==> config.mk <==
export PLATFORM = sky130hd
export DESIGN_NAME = seq_alu_flat
export DESIGN_NICKNAME = d
export VERILOG_FILES = /design/src/rtl/seq_alu_if.sv /design/src/rtl/seq_alu.sv /design/src/flat_wrapper.sv
export SDC_FILE = /design/constraint.sdc
export NUM_CORES = 1
export LEC_CHECK = 0
export BUFFER_PORTS_ARGS = -buffer_cell sky130_fd_sc_hd__buf_2
export CORE_MARGIN = 2
export CORE_UTILIZATION = 40
export CTS_BUF_LIST = sky130_fd_sc_hd__clkbuf_4 sky130_fd_sc_hd__clkbuf_8
export CTS_CLUSTER_DIAMETER = 50
export DETAILED_ROUTE_END_ITERATION = 10
export GPL_TIMING_DRIVEN = 0
export SLEW_MARGIN = 10
export SYNTH_ARGS = -nofsm -noshare
export SYNTH_HDL_FRONTEND = slang
export SYNTH_SLANG_ARGS = --single-unit
export TNS_END_PERCENT = 100
==> constraint.sdc <==
create_clock -name clk -period 2.6 [get_ports clk]
set_input_delay 0.39 -clock clk [delete_from_list [all_inputs] [get_ports clk]]
set_output_delay 0.39 -clock clk [all_outputs]
set_load 0.01 [all_outputs]
==> src/rtl/seq_alu_if.sv <==
// Handshake bundle for seq_alu: operand/opcode request channel and result channel.
interface seq_alu_if #(
   parameter int WIDTH = 4
);
   logic                 in_valid;
   logic                 in_ready;
   logic [WIDTH-1:0]     a;
   logic [WIDTH-1:0]     b;
   logic [2:0]           op;
   logic                 out_valid;
   logic                 out_ready;
   logic [2*WIDTH-1:0]   y;
   logic                 zero;
   logic                 borrow;
   logic                 busy;

   modport master (
      output in_valid, a, b, op, out_ready,
      input  in_ready, out_valid, y, zero, borrow, busy
   );

   modport slave (
      input  in_valid, a, b, op, out_ready,
      output in_ready, out_valid, y, zero, borrow, busy
   );
endinterface

==> src/rtl/seq_alu.sv <==
// Handshaked ALU with WIDTH-bit unsigned operands and a 2*WIDTH-bit result.
// MUL is an iterative shift-add over WIDTH cycles; every other op takes one cycle.
module seq_alu #(
   parameter int WIDTH = 4
) (
   input  logic       clk,
   input  logic       rst_n,
   seq_alu_if.slave   bus
);
   localparam int RW = 2 * WIDTH;
   localparam int CW = $clog2(WIDTH + 1);

   localparam logic [2:0] OP_SUB = 3'b001;
   localparam logic [2:0] OP_MUL = 3'b100;

   typedef enum logic [1:0] {
      S_IDLE = 2'd0,
      S_MUL  = 2'd1,
      S_DONE = 2'd2
   } state_t;

   state_t          r_state;
   logic [RW-1:0]   r_acc;
   logic [RW-1:0]   r_mcand;
   logic [WIDTH-1:0] r_mplier;
   logic [CW-1:0]   r_cnt;
   logic [RW-1:0]   r_y;
   logic            r_zero;
   logic            r_borrow;
   logic            r_out_valid;
   logic            r_busy;

   logic            w_in_ready;
   logic            w_accept;
   logic [RW-1:0]   w_alu;
   logic [RW-1:0]   w_acc_next;

   // Single-cycle ops on zero-extended operands; MUL is handled iteratively, so it falls to ADD here.
   function automatic logic [RW-1:0] alu_f(input logic [2:0] op,
                                           input logic [WIDTH-1:0] a,
                                           input logic [WIDTH-1:0] b);
      logic [RW-1:0] ea;
      logic [RW-1:0] eb;
      ea = {{WIDTH{1'b0}}, a};
      eb = {{WIDTH{1'b0}}, b};
      case (op)
         3'b000:  alu_f = ea + eb;
         3'b001:  alu_f = ea - eb;
         3'b010:  alu_f = ea & eb;
         3'b011:  alu_f = ea | eb;
         3'b101:  alu_f = ea;
         3'b110:  alu_f = eb;
         3'b111:  alu_f = ea ^ eb;
         default: alu_f = ea + eb;
      endcase
   endfunction

   assign w_in_ready = (r_state == S_IDLE) && rst_n;
   assign w_accept   = bus.in_valid && w_in_ready;
   assign w_alu      = alu_f(bus.op, bus.a, bus.b);
   assign w_acc_next = r_acc + (r_mplier[0] ? r_mcand : {RW{1'b0}});

   assign bus.in_ready  = w_in_ready;
   assign bus.out_valid = r_out_valid;
   assign bus.y         = r_y;
   assign bus.zero      = r_zero;
   assign bus.borrow    = r_borrow;
   assign bus.busy      = r_busy;

   // Control FSM with datapath registers and registered result/flags.
   always_ff @(posedge clk) begin
      if (!rst_n) begin
         r_state     <= S_IDLE;
         r_acc       <= {RW{1'b0}};
         r_mcand     <= {RW{1'b0}};
         r_mplier    <= {WIDTH{1'b0}};
         r_cnt       <= {CW{1'b0}};
         r_y         <= {RW{1'b0}};
         r_zero      <= 1'b0;
         r_borrow    <= 1'b0;
         r_out_valid <= 1'b0;
         r_busy      <= 1'b0;
      end else begin
         case (r_state)
            S_IDLE: begin
               if (w_accept) begin
                  r_busy <= 1'b1;
                  if (bus.op == OP_MUL) begin
                     r_acc    <= {RW{1'b0}};
                     r_mcand  <= {{WIDTH{1'b0}}, bus.a};
                     r_mplier <= bus.b;
                     r_cnt    <= CW'(WIDTH);
                     r_state  <= S_MUL;
                  end else begin
                     r_y         <= w_alu;
                     r_zero      <= (w_alu == {RW{1'b0}});
                     r_borrow    <= (bus.op == OP_SUB) && (bus.a < bus.b);
                     r_out_valid <= 1'b1;
                     r_state     <= S_DONE;
                  end
               end
            end
            S_MUL: begin
               r_acc    <= w_acc_next;
               r_mcand  <= r_mcand << 1;
               r_mplier <= r_mplier >> 1;
               r_cnt    <= r_cnt - CW'(1);
               // Last iteration: publish the accumulator including this cycle's partial product.
               if (r_cnt == CW'(1)) begin
                  r_y         <= w_acc_next;
                  r_zero      <= (w_acc_next == {RW{1'b0}});
                  r_borrow    <= 1'b0;
                  r_out_valid <= 1'b1;
                  r_state     <= S_DONE;
               end
            end
            S_DONE: begin
               if (bus.out_ready) begin
                  r_out_valid <= 1'b0;
                  r_busy      <= 1'b0;
                  r_state     <= S_IDLE;
               end
            end
            default: begin
               r_out_valid <= 1'b0;
               r_busy      <= 1'b0;
               r_state     <= S_IDLE;
            end
         endcase
      end
   end
endmodule
==> src/flat_wrapper.sv <==
// flat-port wrapper written by rule: the top's interface ports become plain ports
module seq_alu_flat 
#(
   parameter int WIDTH = 4
)
  (clk, rst_n, bus_in_valid, bus_a, bus_b, bus_op, bus_out_ready, bus_in_ready, bus_out_valid, bus_y, bus_zero, bus_borrow, bus_busy);
  seq_alu_if #(.WIDTH(WIDTH)) bus_i ();
  input  logic clk;
  input  logic rst_n;
  input wire logic [$bits(bus_i.in_valid)-1:0] bus_in_valid;
  input wire logic [$bits(bus_i.a)-1:0] bus_a;
  input wire logic [$bits(bus_i.b)-1:0] bus_b;
  input wire logic [$bits(bus_i.op)-1:0] bus_op;
  input wire logic [$bits(bus_i.out_ready)-1:0] bus_out_ready;
  output wire logic [$bits(bus_i.in_ready)-1:0] bus_in_ready;
  output wire logic [$bits(bus_i.out_valid)-1:0] bus_out_valid;
  output wire logic [$bits(bus_i.y)-1:0] bus_y;
  output wire logic [$bits(bus_i.zero)-1:0] bus_zero;
  output wire logic [$bits(bus_i.borrow)-1:0] bus_borrow;
  output wire logic [$bits(bus_i.busy)-1:0] bus_busy;
  assign bus_i.in_valid = bus_in_valid;
  assign bus_i.a = bus_a;
  assign bus_i.b = bus_b;
  assign bus_i.op = bus_op;
  assign bus_i.out_ready = bus_out_ready;
  assign bus_in_ready = bus_i.in_ready;
  assign bus_out_valid = bus_i.out_valid;
  assign bus_y = bus_i.y;
  assign bus_zero = bus_i.zero;
  assign bus_borrow = bus_i.borrow;
  assign bus_busy = bus_i.busy;
  seq_alu #(.WIDTH(WIDTH)) u_core (.clk(clk), .rst_n(rst_n), .bus(bus_i));
endmodule
==> flow_summary.yaml, run 1 <==
detailed_routing:
  wl_per_cell_um: 15.0
  antenna_left: 0
  drt_pre_antenna_iters: 4
  drc: 0
  drt-initial-drc-count: 199
  vias_per_cell: 5.43
  wirelength_mm: 6.21
  vias: 2249
worst_setup_path:
  worstPathArrival_ns: 2.67
  r2r_slack_ns: 0.17
  critPathMaxFanout: 9
  worst_ep_required_time_ns: 2.84
  crit_type: "flop to flop"
  end_kind: "flop"
  cp-start-kind: "flop"
cells_and_area:
  antenna_cells: 0
  nets: 377
  fin_cells: 414
  area_growth_pct: 13.2
  final_area_um2: 2830
  drive_above_1_share_pct: 16.2
grt:
  grt.total_usage_pct: 18.2
  grt_pass1_wl_mm: 10.2
  grt_pass1_vias: 2051
  grt-ovfl-total: 0
  antenna_found_initial: 0
  grt_max_degree: 12
synth:
  ys.flop_type: "dfxtp_1"
  synth.distinct_cells: 52
  syn-instance-count: 305
  synth_top_area_share_pct: 29.6
  ys_top_cells_by_area: "dfxtp_1 30%, ha_1 11%, nand2_1 5.7%"
  ys_warn_count: 0
  synth_seq_cells: 37
  yosysTopAreaCell: "dfxtp_1"
  synth_edf_count: 0
  async_reset_ff_share_pct: 0
  netlist_area_um2: 2500
  seq_area_frac_synth_pct: 29.6
  syn-num-nets: 344
  syn_area_per_cell_um2: 8.20
cts:
  insertion_delay_ns: 0.29
  clockRootBuffer: "clkbuf_8"
  cts_max_level: 2
  cts_tree: "yes"
  cts_max_path_buffers: 2
  path_clk_slew_ns: 0.08
  cts.sinks: 37
  hold_buffers: 0
  cts_buffers: 5
  post_cts_buffers: 0
floorplanning:
  die_w_um: 83.1
  core_um2: 5990
  initial_core_util_pct: 41.8
  ios: 28
  rows: 28
  die-height_um: 83.1
  die_area_um2: 6900
place:
  dp_hpwl_mm: 4.79
  placed_cell_area_um2: 2730
  port_buffers: 26
  dp_cells: 406
  place.gp.congestion: 0.897
sta:
  setup_violations: 0
  slew_viol_final: 0
  min_period_ns: 2.43
  rsz0062_at_grt: "false"
  worst_pin_slew_ns: 0.683
  fmax_mhz: 411
  maxSlewHeadroom_pct: 54.2
  fin_crit_sh_pct: 93.5
  setup_tns_ns: 0
  clock_skew_ns: 0.00651
  hold_viol_final: 0
power_and_ir_drop:
  p_per_area_nw_per_um2: 469
  irDropWorstVdd_v: 0.000252
  p_leak_nw: 1.21
min_path:
  hp-class: "input port to flop"
run:
  drv_cap: 0
outcome:
  status: "completed"
per-layer routing:
metal	vias to the layer above	GRT usage, %	routed length [um]
met5	-	0	0
met4	0	4.92	57
met3	6	3.88	358
met2	48	27.5	2660
met1	1049	26.3	3130
li1	1146	-	-
cell families (layout without fill, tap and decap cells):
group,count (synthesis),in the layout,synth area share [%]
and+or+nand+nor,102,102,20.9
AOI/OAI and AO/OA,97,97,26.6
DFF,37,37,29.6
buffers and inverters,33,67,5.70
adders and majority gates,24,24,12.9
xor gates and xnor gates,8,8,2.80
muxes,4,4,1.60
final timing paths:
path                        endpoint  depth (start not counted)               start
setup / recovery     u_core.bus.zero                          9  u_core.r_mplier[0]
hold / removal     u_core.r_state[1]                          4       bus_out_ready
setup reg to reg     u_core.bus.zero                          9  u_core.r_mplier[0]
hold reg to reg   u_core.r_mplier[0]                          2  u_core.r_mplier[1]
stage by stage:
step	hold slack [ns]	worst slack, ns	util [%]	power, mW
after global placement	0.448	0.0342	45.5	0.931
after floorplan	0.441	0.253	-	0.834
final	0.401	0.168	47.3	1.33
after detailed placement	0.456	-0.00752	45.5	0.934
after CTS	0.400	0.0151	47.0	1.34
after global routing	0.427	0.00940	47.3	1.40
where the power goes:
part	leakage [nW]	switching [mW]	internal [mW]
sequential	0.302	0.0174	0.596
clock	0.0484	0.207	0.196
combinational	0.856	0.190	0.121
cell usage in the layout (no fill, tap or decap), drive strengths merged, types with 4 or more instances in the layout:
cell type  synthesis  routed
nand2b             4       4
buf               11      37
a22oi              8       8
dfxtp             37      37
mux2i              4       4
nor3               4       4
a211oi             8       8
a21boi            16      16
nand2             38      38
o31ai              4       4
o21ai             20      20
nor2              15      15
nor2b              7       7
a21oi             15      15
nand3             10      10
clkbuf             5      11
xnor2              5       5
and2              12      12
inv               17      17
ha                21      21
a31oi              5       5
what timing repair did:
item                       CTS  global route
setup endpoints to repair    1             1
resized for setup            1             5
hold endpoints to repair     0             0
pin swaps                    0             3
cell usage after synthesis, types with 2 or more instances:
cell type	count
nor2_1	14
a2bb2oi_1	2
a21boi_0	16
nor4_1	2
inv_1	17
a21oi_1	15
buf_1	2
and2_1	12
nor2b_1	7
o22ai_1	2
o21a_1	2
buf_4	3
a21o_1	3
nand3_1	9
clkbuf_1	5
buf_2	6
o21ai_0	18
a221oi_1	2
xor2_1	3
nand2b_1	4
o31ai_1	3
nor3_1	4
a31oi_1	5
mux2i_1	4
dfxtp_1	37
a211oi_1	7
o21ai_1	2
a22oi_1	8
ha_1	21
nand2_1	38
a211o_1	2
fa_1	3
o21bai_1	2
o211ai_1	3
xnor2_1	5
registers in the layout (all words and copies together) (netlist names):
signal,flops
u_core.r_mcand,8
u_core.bus.borrow,1
u_core.bus.out_valid,1
u_core.bus.zero,1
u_core.r_mplier,4
u_core.r_cnt,3
u_core.bus.busy,1
u_core.r_state,2
u_core.r_acc,8
u_core.bus.y,8
area by class of cell:
| class | instances | area (um^2) |
|---|---|---|
| Tap cell | 75 | 93.8 |
| Multi-Input combinational cell | 235 | 1640 |
| Buffer | 16 | 78.8 |
| Clock inverter | 2 | 10.0 |
| Timing Repair Buffer | 26 | 130 |
| Inverter | 17 | 63.8 |
| Clock buffer | 6 | 76.3 |
| Sequential cell | 37 | 742 |
| Fill cell | 629 | 3160 |
worst max-delay path: stages, from the launching register on:
cell	delay (ns)
dfxtp_2	0.36
and2_1	0.16
ha_2	0.20
fa_2	0.39
a21o_1	0.18
a211oi_2	0.22
o21ai_2	0.10
or4_4	0.52
nor3_2	0.16
a311o_1	0.12
Power figures use the tool's default switching activity.
==> inputs of run 2 (changes only) <==
--- a/config.mk
+++ b/config.mk
@@ -6,6 +6,7 @@
 export NUM_CORES = 1
 export LEC_CHECK = 0
 export BUFFER_PORTS_ARGS = -buffer_cell sky130_fd_sc_hd__buf_2
+export CORE_ASPECT_RATIO = 0.7
 export CORE_MARGIN = 2
 export CORE_UTILIZATION = 40
 export CTS_BUF_LIST = sky130_fd_sc_hd__clkbuf_4 sky130_fd_sc_hd__clkbuf_8
==> run 2 against run 1 <==
Effect of this change:
- first-iteration DRC count decreased by 35%
- design area is essentially flat
- fmax down 1.1%
- via count is 2.3% higher
- critical path depth did not move
- final cell count is 0.72% higher
- sequential power about the same
- sequential cell count did not move
- clock-buffer cell count fell by 1
- global-route usage is 1.3 points higher
- clock power is essentially flat
- largest cell class unchanged
==> flow_summary.yaml, run 2 (same netlist as run 1, synthesis figures left out) <==
outcome:
  status: "completed"
min_path:
  hold_depth: 3
  worstHoldEndpoint: "u_core.r_state[0]"
  hp-class: "input port to flop"
  hold_start: "bus_in_valid"
floorplanning:
  die_w_um: 98.5
  rows: 24
  die-height_um: 70.2
  core_um2: 6130
  die_area_um2: 6910
  ios: 28
  initial_core_util_pct: 40.8
cts:
  cts_max_path_buffers: 2
  cts_tree: "yes"
  insertion_delay_ns: 0.30
  hold_buffers: 0
  cts_max_level: 2
  clockRootBuffer: "clkbuf_8"
  path_clk_slew_ns: 0.08
  cts_buffers: 5
  cts.sinks: 37
grt:
  grt.total_usage_pct: 19.5
  antenna_found_initial: 0
  grt-ovfl-total: 0
  grt_pass1_vias: 2135
  grt_pass1_wl_mm: 10.7
  grt_max_degree: 13
worst_setup_path:
  crit_type: "flop to flop"
  timing.rr.start: "u_core.r_mplier[0]"
  r2r_end: "u_core.bus.zero"
  worst_ep_required_time_ns: 2.85
  reg2regPathDepth: 9
  worstPathArrival_ns: 2.71
  critPathMaxFanout: 9
  end_kind: "flop"
  cp-start-kind: "flop"
  r2r_slack_ns: 0.14
sta:
  min_period_ns: 2.46
  fmax_mhz: 407
  setup_tns_ns: 0
  fin_crit_sh_pct: 94.6
  setup_violations: 0
  worst_pin_slew_ns: 0.693
  clock_skew_ns: 0.0110
  rsz0062_at_grt: "false"
  hold_viol_final: 0
  slew_viol_final: 0
  maxSlewHeadroom_pct: 53.6
run:
  drv_cap: 0
cells_and_area:
  nets: 377
  area.sequential_um2: 742
  antenna_cells: 0
  final_common_cell: "nand2_1"
  fill_cells: 635
  area_growth_pct: 13.2
  drive_above_1_share_pct: 15.9
  fin_cells: 417
  layout_common_cells: "38 x nand2_1, 36 x dfxtp_1, 32 x buf_2"
  utilization_pct: 46.2
  multiInputGateArea_um2: 1630
power_and_ir_drop:
  p_sw_share_pct: 32.4
  intPower_uw: 902
  p_comb_share_pct: 23.5
  switchingPower_uw: 432
  irDropWorstVdd_v: 0.000240
  p_total_mw: 1.33
  p_seq_share_pct: 46.0
  p_leak_nw: 1.21
  pwr-share-clk_pct: 30.4
  p_per_area_nw_per_um2: 471
detailed_routing:
  antenna_left: 0
  vias_per_cell: 5.52
  vias: 2301
  drt-initial-drc-count: 130
  drt_pre_antenna_iters: 5
  wirelength_mm: 6.56
  drc: 0
  wl_per_cell_um: 15.7
place:
  dp_cells: 409
  port_buffers: 26
  dp_hpwl_mm: 5.00
  place.gp.congestion: 0.855
[run 2: power groups by stage]
stage / clock network, mW / logic, mW / registers [mW]
after global routing: 0.431 / 0.352 / 0.618
after global placement: 0 / 0.306 / 0.627
after detailed placement: 0 / 0.308 / 0.627
after CTS: 0.411 / 0.310 / 0.614
final: 0.406 / 0.314 / 0.615
after floorplan: 0 / 0.203 / 0.631
[run 2: how the worst max path moves through the flow]
stage                       startpoint              end  slack [ns]  cells after the start
floorplan           u_core.r_mplier[0]  u_core.bus.zero        0.25                      9
global placement    u_core.r_mplier[0]  u_core.bus.zero        0.01                      9
detailed placement  u_core.r_mplier[0]  u_core.bus.zero       -0.03                      9
CTS                 u_core.r_mplier[0]  u_core.bus.zero        0.01                      9
global route        u_core.r_mplier[0]  u_core.bus.zero       0.007                      9
finish              u_core.r_mplier[0]  u_core.bus.zero        0.14                      9
[run 2: through the flow]
| step | hold WS (ns) | worst slack, ns | cell area [um^2] |
|---|---|---|---|
| 2_1_floorplan | 0.441 | 0.253 | 2500 |
| 3_3_place_gp | 0.453 | 0.0139 | 2730 |
| 3_5_place_dp | 0.458 | -0.0261 | 2730 |
| 4_1_cts | 0.404 | 0.0132 | 2820 |
| 5_1_grt | 0.449 | 0.00689 | 2830 |
| 6_report | 0.402 | 0.142 | 2830 |
[run 2: final cells by class]
| cell class | count | share of cell area [%] |
|---|---|---|
| buffer | 16 | 2.78 |
| clock buffer | 5 | 2.43 |
| clock inverter | 3 | 0.618 |
| inverter | 17 | 2.25 |
| multi-input combinational | 235 | 57.7 |
| sequential | 37 | 26.2 |
| tap | 78 | 3.45 |
| timing repair buffer | 26 | 4.59 |
[run 2: per-layer routing]
| layer | vias to the layer above | global-route usage (%) | part of all wire, % |
|---|---|---|---|
| li1 | 1151 | - | - |
| met1 | 1079 | 29.5 | 53 |
| met2 | 61 | 27.2 | 39 |
| met3 | 10 | 5.51 | 6.3 |
| met4 | 0 | 4.72 | 1.4 |
| met5 | - | 0 | 0 |
[run 2: timing repair]
item | in CTS | in global routing
gates cloned | 0 | 0
setup buffers | 0 | 0
setup endpoints to repair | 1 | 1
hold endpoints to repair | 0 | 0
resized for setup | 1 | 4
[run 2: worst max-delay path, stage by stage (launching register included)]
cell and delay [ns]:
dfxtp_2 0.36, and2_1 0.15, ha_1 0.22, fa_2 0.38, a21o_1 0.17, a211oi_2 0.25
o21ai_2 0.11, or4_4 0.53, nor3_2 0.12, a311o_1 0.12
==> inputs of run 3 (changes only) <==
--- a/config.mk
+++ b/config.mk
@@ -5,6 +5,7 @@
 export SDC_FILE = /design/constraint.sdc
 export NUM_CORES = 1
 export LEC_CHECK = 0
+export ABC_AREA = 1
 export BUFFER_PORTS_ARGS = -buffer_cell sky130_fd_sc_hd__buf_2
 export CORE_ASPECT_RATIO = 0.7
 export CORE_MARGIN = 2
==> run 3 against run 2 <==
Effect of this change:
- non-clock buffer count down 3
- register-to-register slack improved by 0.17 ns
- fmax grew 7.2%
- clock power grew 13%
- critical path type unchanged
- critical endpoint unchanged
- largest cell class unchanged
==> flow_summary.yaml, run 3 <==
cts:
  post_cts_buffers: 0
  path_clk_slew_ns: 0.08
  cts_max_level: 2
  cts_tree: "yes"
  insertion_delay_ns: 0.30
  cts_buffers: 5
  clockRootBuffer: "clkbuf_8"
  cts-resized-gates: 0
  cts.sinks: 37
  cts_max_path_buffers: 2
  hold_buffers: 0
worst_setup_path:
  worst_ep_required_time_ns: 2.85
  worstPathArrival_ns: 2.55
  critical_path.max_stage_delay_ns: 0.43
  cp-start-kind: "flop"
  cp_slowest_cell: "fa_1"
  end_kind: "flop"
  crit_path_cell_trace: "clkbuf_1 -> nand2_1 -> inv_1 -> ha_1 -> fa_1 -> or2_2 -> nor2_1 -> nand3_1 -> nor2_1 -> nand4_1 -> nand3_1 -> nand2_1 -> inv_1"
  crit_type: "flop to flop"
  critPathMaxFanout: 9
sta:
  setup_tns_ns: 0
  maxSlewHeadroom_pct: 62.9
  slew_viol_final: 0
  fmax_mhz: 436
  hold_viol_final: 0
  setup_violations: 0
  clock_skew_ns: 0.0135
  rsz0062_at_grt: "false"
  fin_crit_sh_pct: 88.2
  whs_ns: 0.363
  min_period_ns: 2.29
  worst_pin_slew_ns: 0.556
place:
  dp_hpwl_mm: 5.35
  place.gp.congestion: 0.867
  port_buffers: 27
  dp_cells: 485
detailed_routing:
  vias: 2566
  antenna_left: 0
  drc: 0
  drt-initial-drc-count: 242
  vias_per_cell: 5.20
  drt_pre_antenna_iters: 5
  wl_per_cell_um: 13.9
  wirelength_mm: 6.83
grt:
  grt_max_degree: 12
  grt-ovfl-total: 0
  grt_pass1_vias: 2359
  grt_pass1_wl_mm: 11.5
  antenna_found_initial: 0
  grt.total_usage_pct: 20.8
synth:
  netlist_area_um2: 2510
  synth_top_area_share_pct: 29.5
  seq_area_frac_synth_pct: 29.5
  syn_area_per_cell_um2: 6.61
  syn-num-nets: 419
  synth_seq_cells: 37
  yosys-top-cells-count: "103 x nand2_1, 49 x inv_1, 37 x dfxtp_1"
  ys_warn_count: 0
  ys_top_cells_by_area: "dfxtp_1 30%, nand2_1 15%, ha_1 10%"
  synth.distinct_cells: 28
  async_reset_ff_share_pct: 0
  ys.flop_type: "dfxtp_1"
  post-synth-top-count-cell: "nand2_1"
  synth_edf_count: 0
  syn-instance-count: 380
  yosysTopAreaCell: "dfxtp_1"
power_and_ir_drop:
  p_total_mw: 1.37
  p_per_area_nw_per_um2: 482
  irDropWorstVdd_v: 0.000206
  p_leak_nw: 1.43
cells_and_area:
  fin_cells: 493
  utilization_pct: 46.2
  layout_common_cells: "103 x nand2_1, 49 x inv_1, 37 x dfxtp_1"
  antenna_cells: 0
  area_growth_pct: 13.3
  nets: 453
  drive_above_1_share_pct: 13.0
  final_common_cell: "nand2_1"
floorplanning:
  core_um2: 6160
  die_w_um: 98.7
  initial_core_util_pct: 40.8
  ios: 28
  die_area_um2: 6930
  rows: 24
  die-height_um: 70.3
min_path:
  hp-class: "input port to flop"
outcome:
  status: "completed"
run:
  drv_cap: 0
==> run 3: path summary, 6_finish.rpt <==
kind | start | end | slack [ns] | cells after the start
hold reg to reg | u_core.bus.out_valid | u_core.bus.out_valid | 0.46 | 2
hold / removal | bus_in_valid | u_core.bus.busy | 0.36 | 3
setup reg to reg | u_core.r_mplier[0] | u_core.bus.zero | 0.31 | 13
setup / recovery | u_core.r_mplier[0] | u_core.bus.zero | 0.31 | 13
==> run 3: cell families (layout without fill, tap and decap cells) <==
family | count (synthesis) | count (layout) | share of synthesized area (%)
XOR/XNOR | 4 | 4 | 1.40
AND/OR/NAND/NOR | 184 | 184 | 31.8
buffers and inverters | 65 | 100 | 10.3
adder cells (fa/ha/maj) | 24 | 24 | 12.9
AO/OA/AOI/OAI | 66 | 66 | 14.2
flip-flops | 37 | 37 | 29.5
==> run 3: where the power goes <==
part           switching (mW)  total [mW]  internal (mW)
Combinational           0.194       0.296          0.101
Sequential             0.0178       0.617          0.599
Clock                   0.217       0.457          0.240
Total                   0.429        1.37          0.941
==> run 3: critical path, delay by kind of cell (launching register included) <==
kind	cells	cell delay (ns)
DFF	1	0.30
and+or+nand+nor	8	0.93
buffers and inverters	3	0.41
adders and majority gates	2	0.61
==> run 3: final cells by class <==
cell class	instances	area, um^2
plain buffers	12	60.1
inverters	53	199
repair buffers	27	135
well taps	78	97.6
clock inverters	1	5.00
multi-input cells	278	1510
clock buffers	7	96.3
fillers	648	3310
flip-flops and latches	37	741
==> run 3: metal layers <==
metal	share of wire [%]	GRT usage, %	vias up
met5	0	0	-
met4	1.2	5.02	0
met3	6.8	4.50	10
met2	38	29.5	81
met1	54	32.0	1167
li1	-	-	1308
==> run 3: per-stage QoR <==
step                instance area, um^2  setup WS [ns]
finish                             2840          0.308
global route                       2840         0.0738
CTS                                2840          0.313
detailed placement                 2740          0.323
global placement                   2740          0.322
floorplan                          2510          0.564
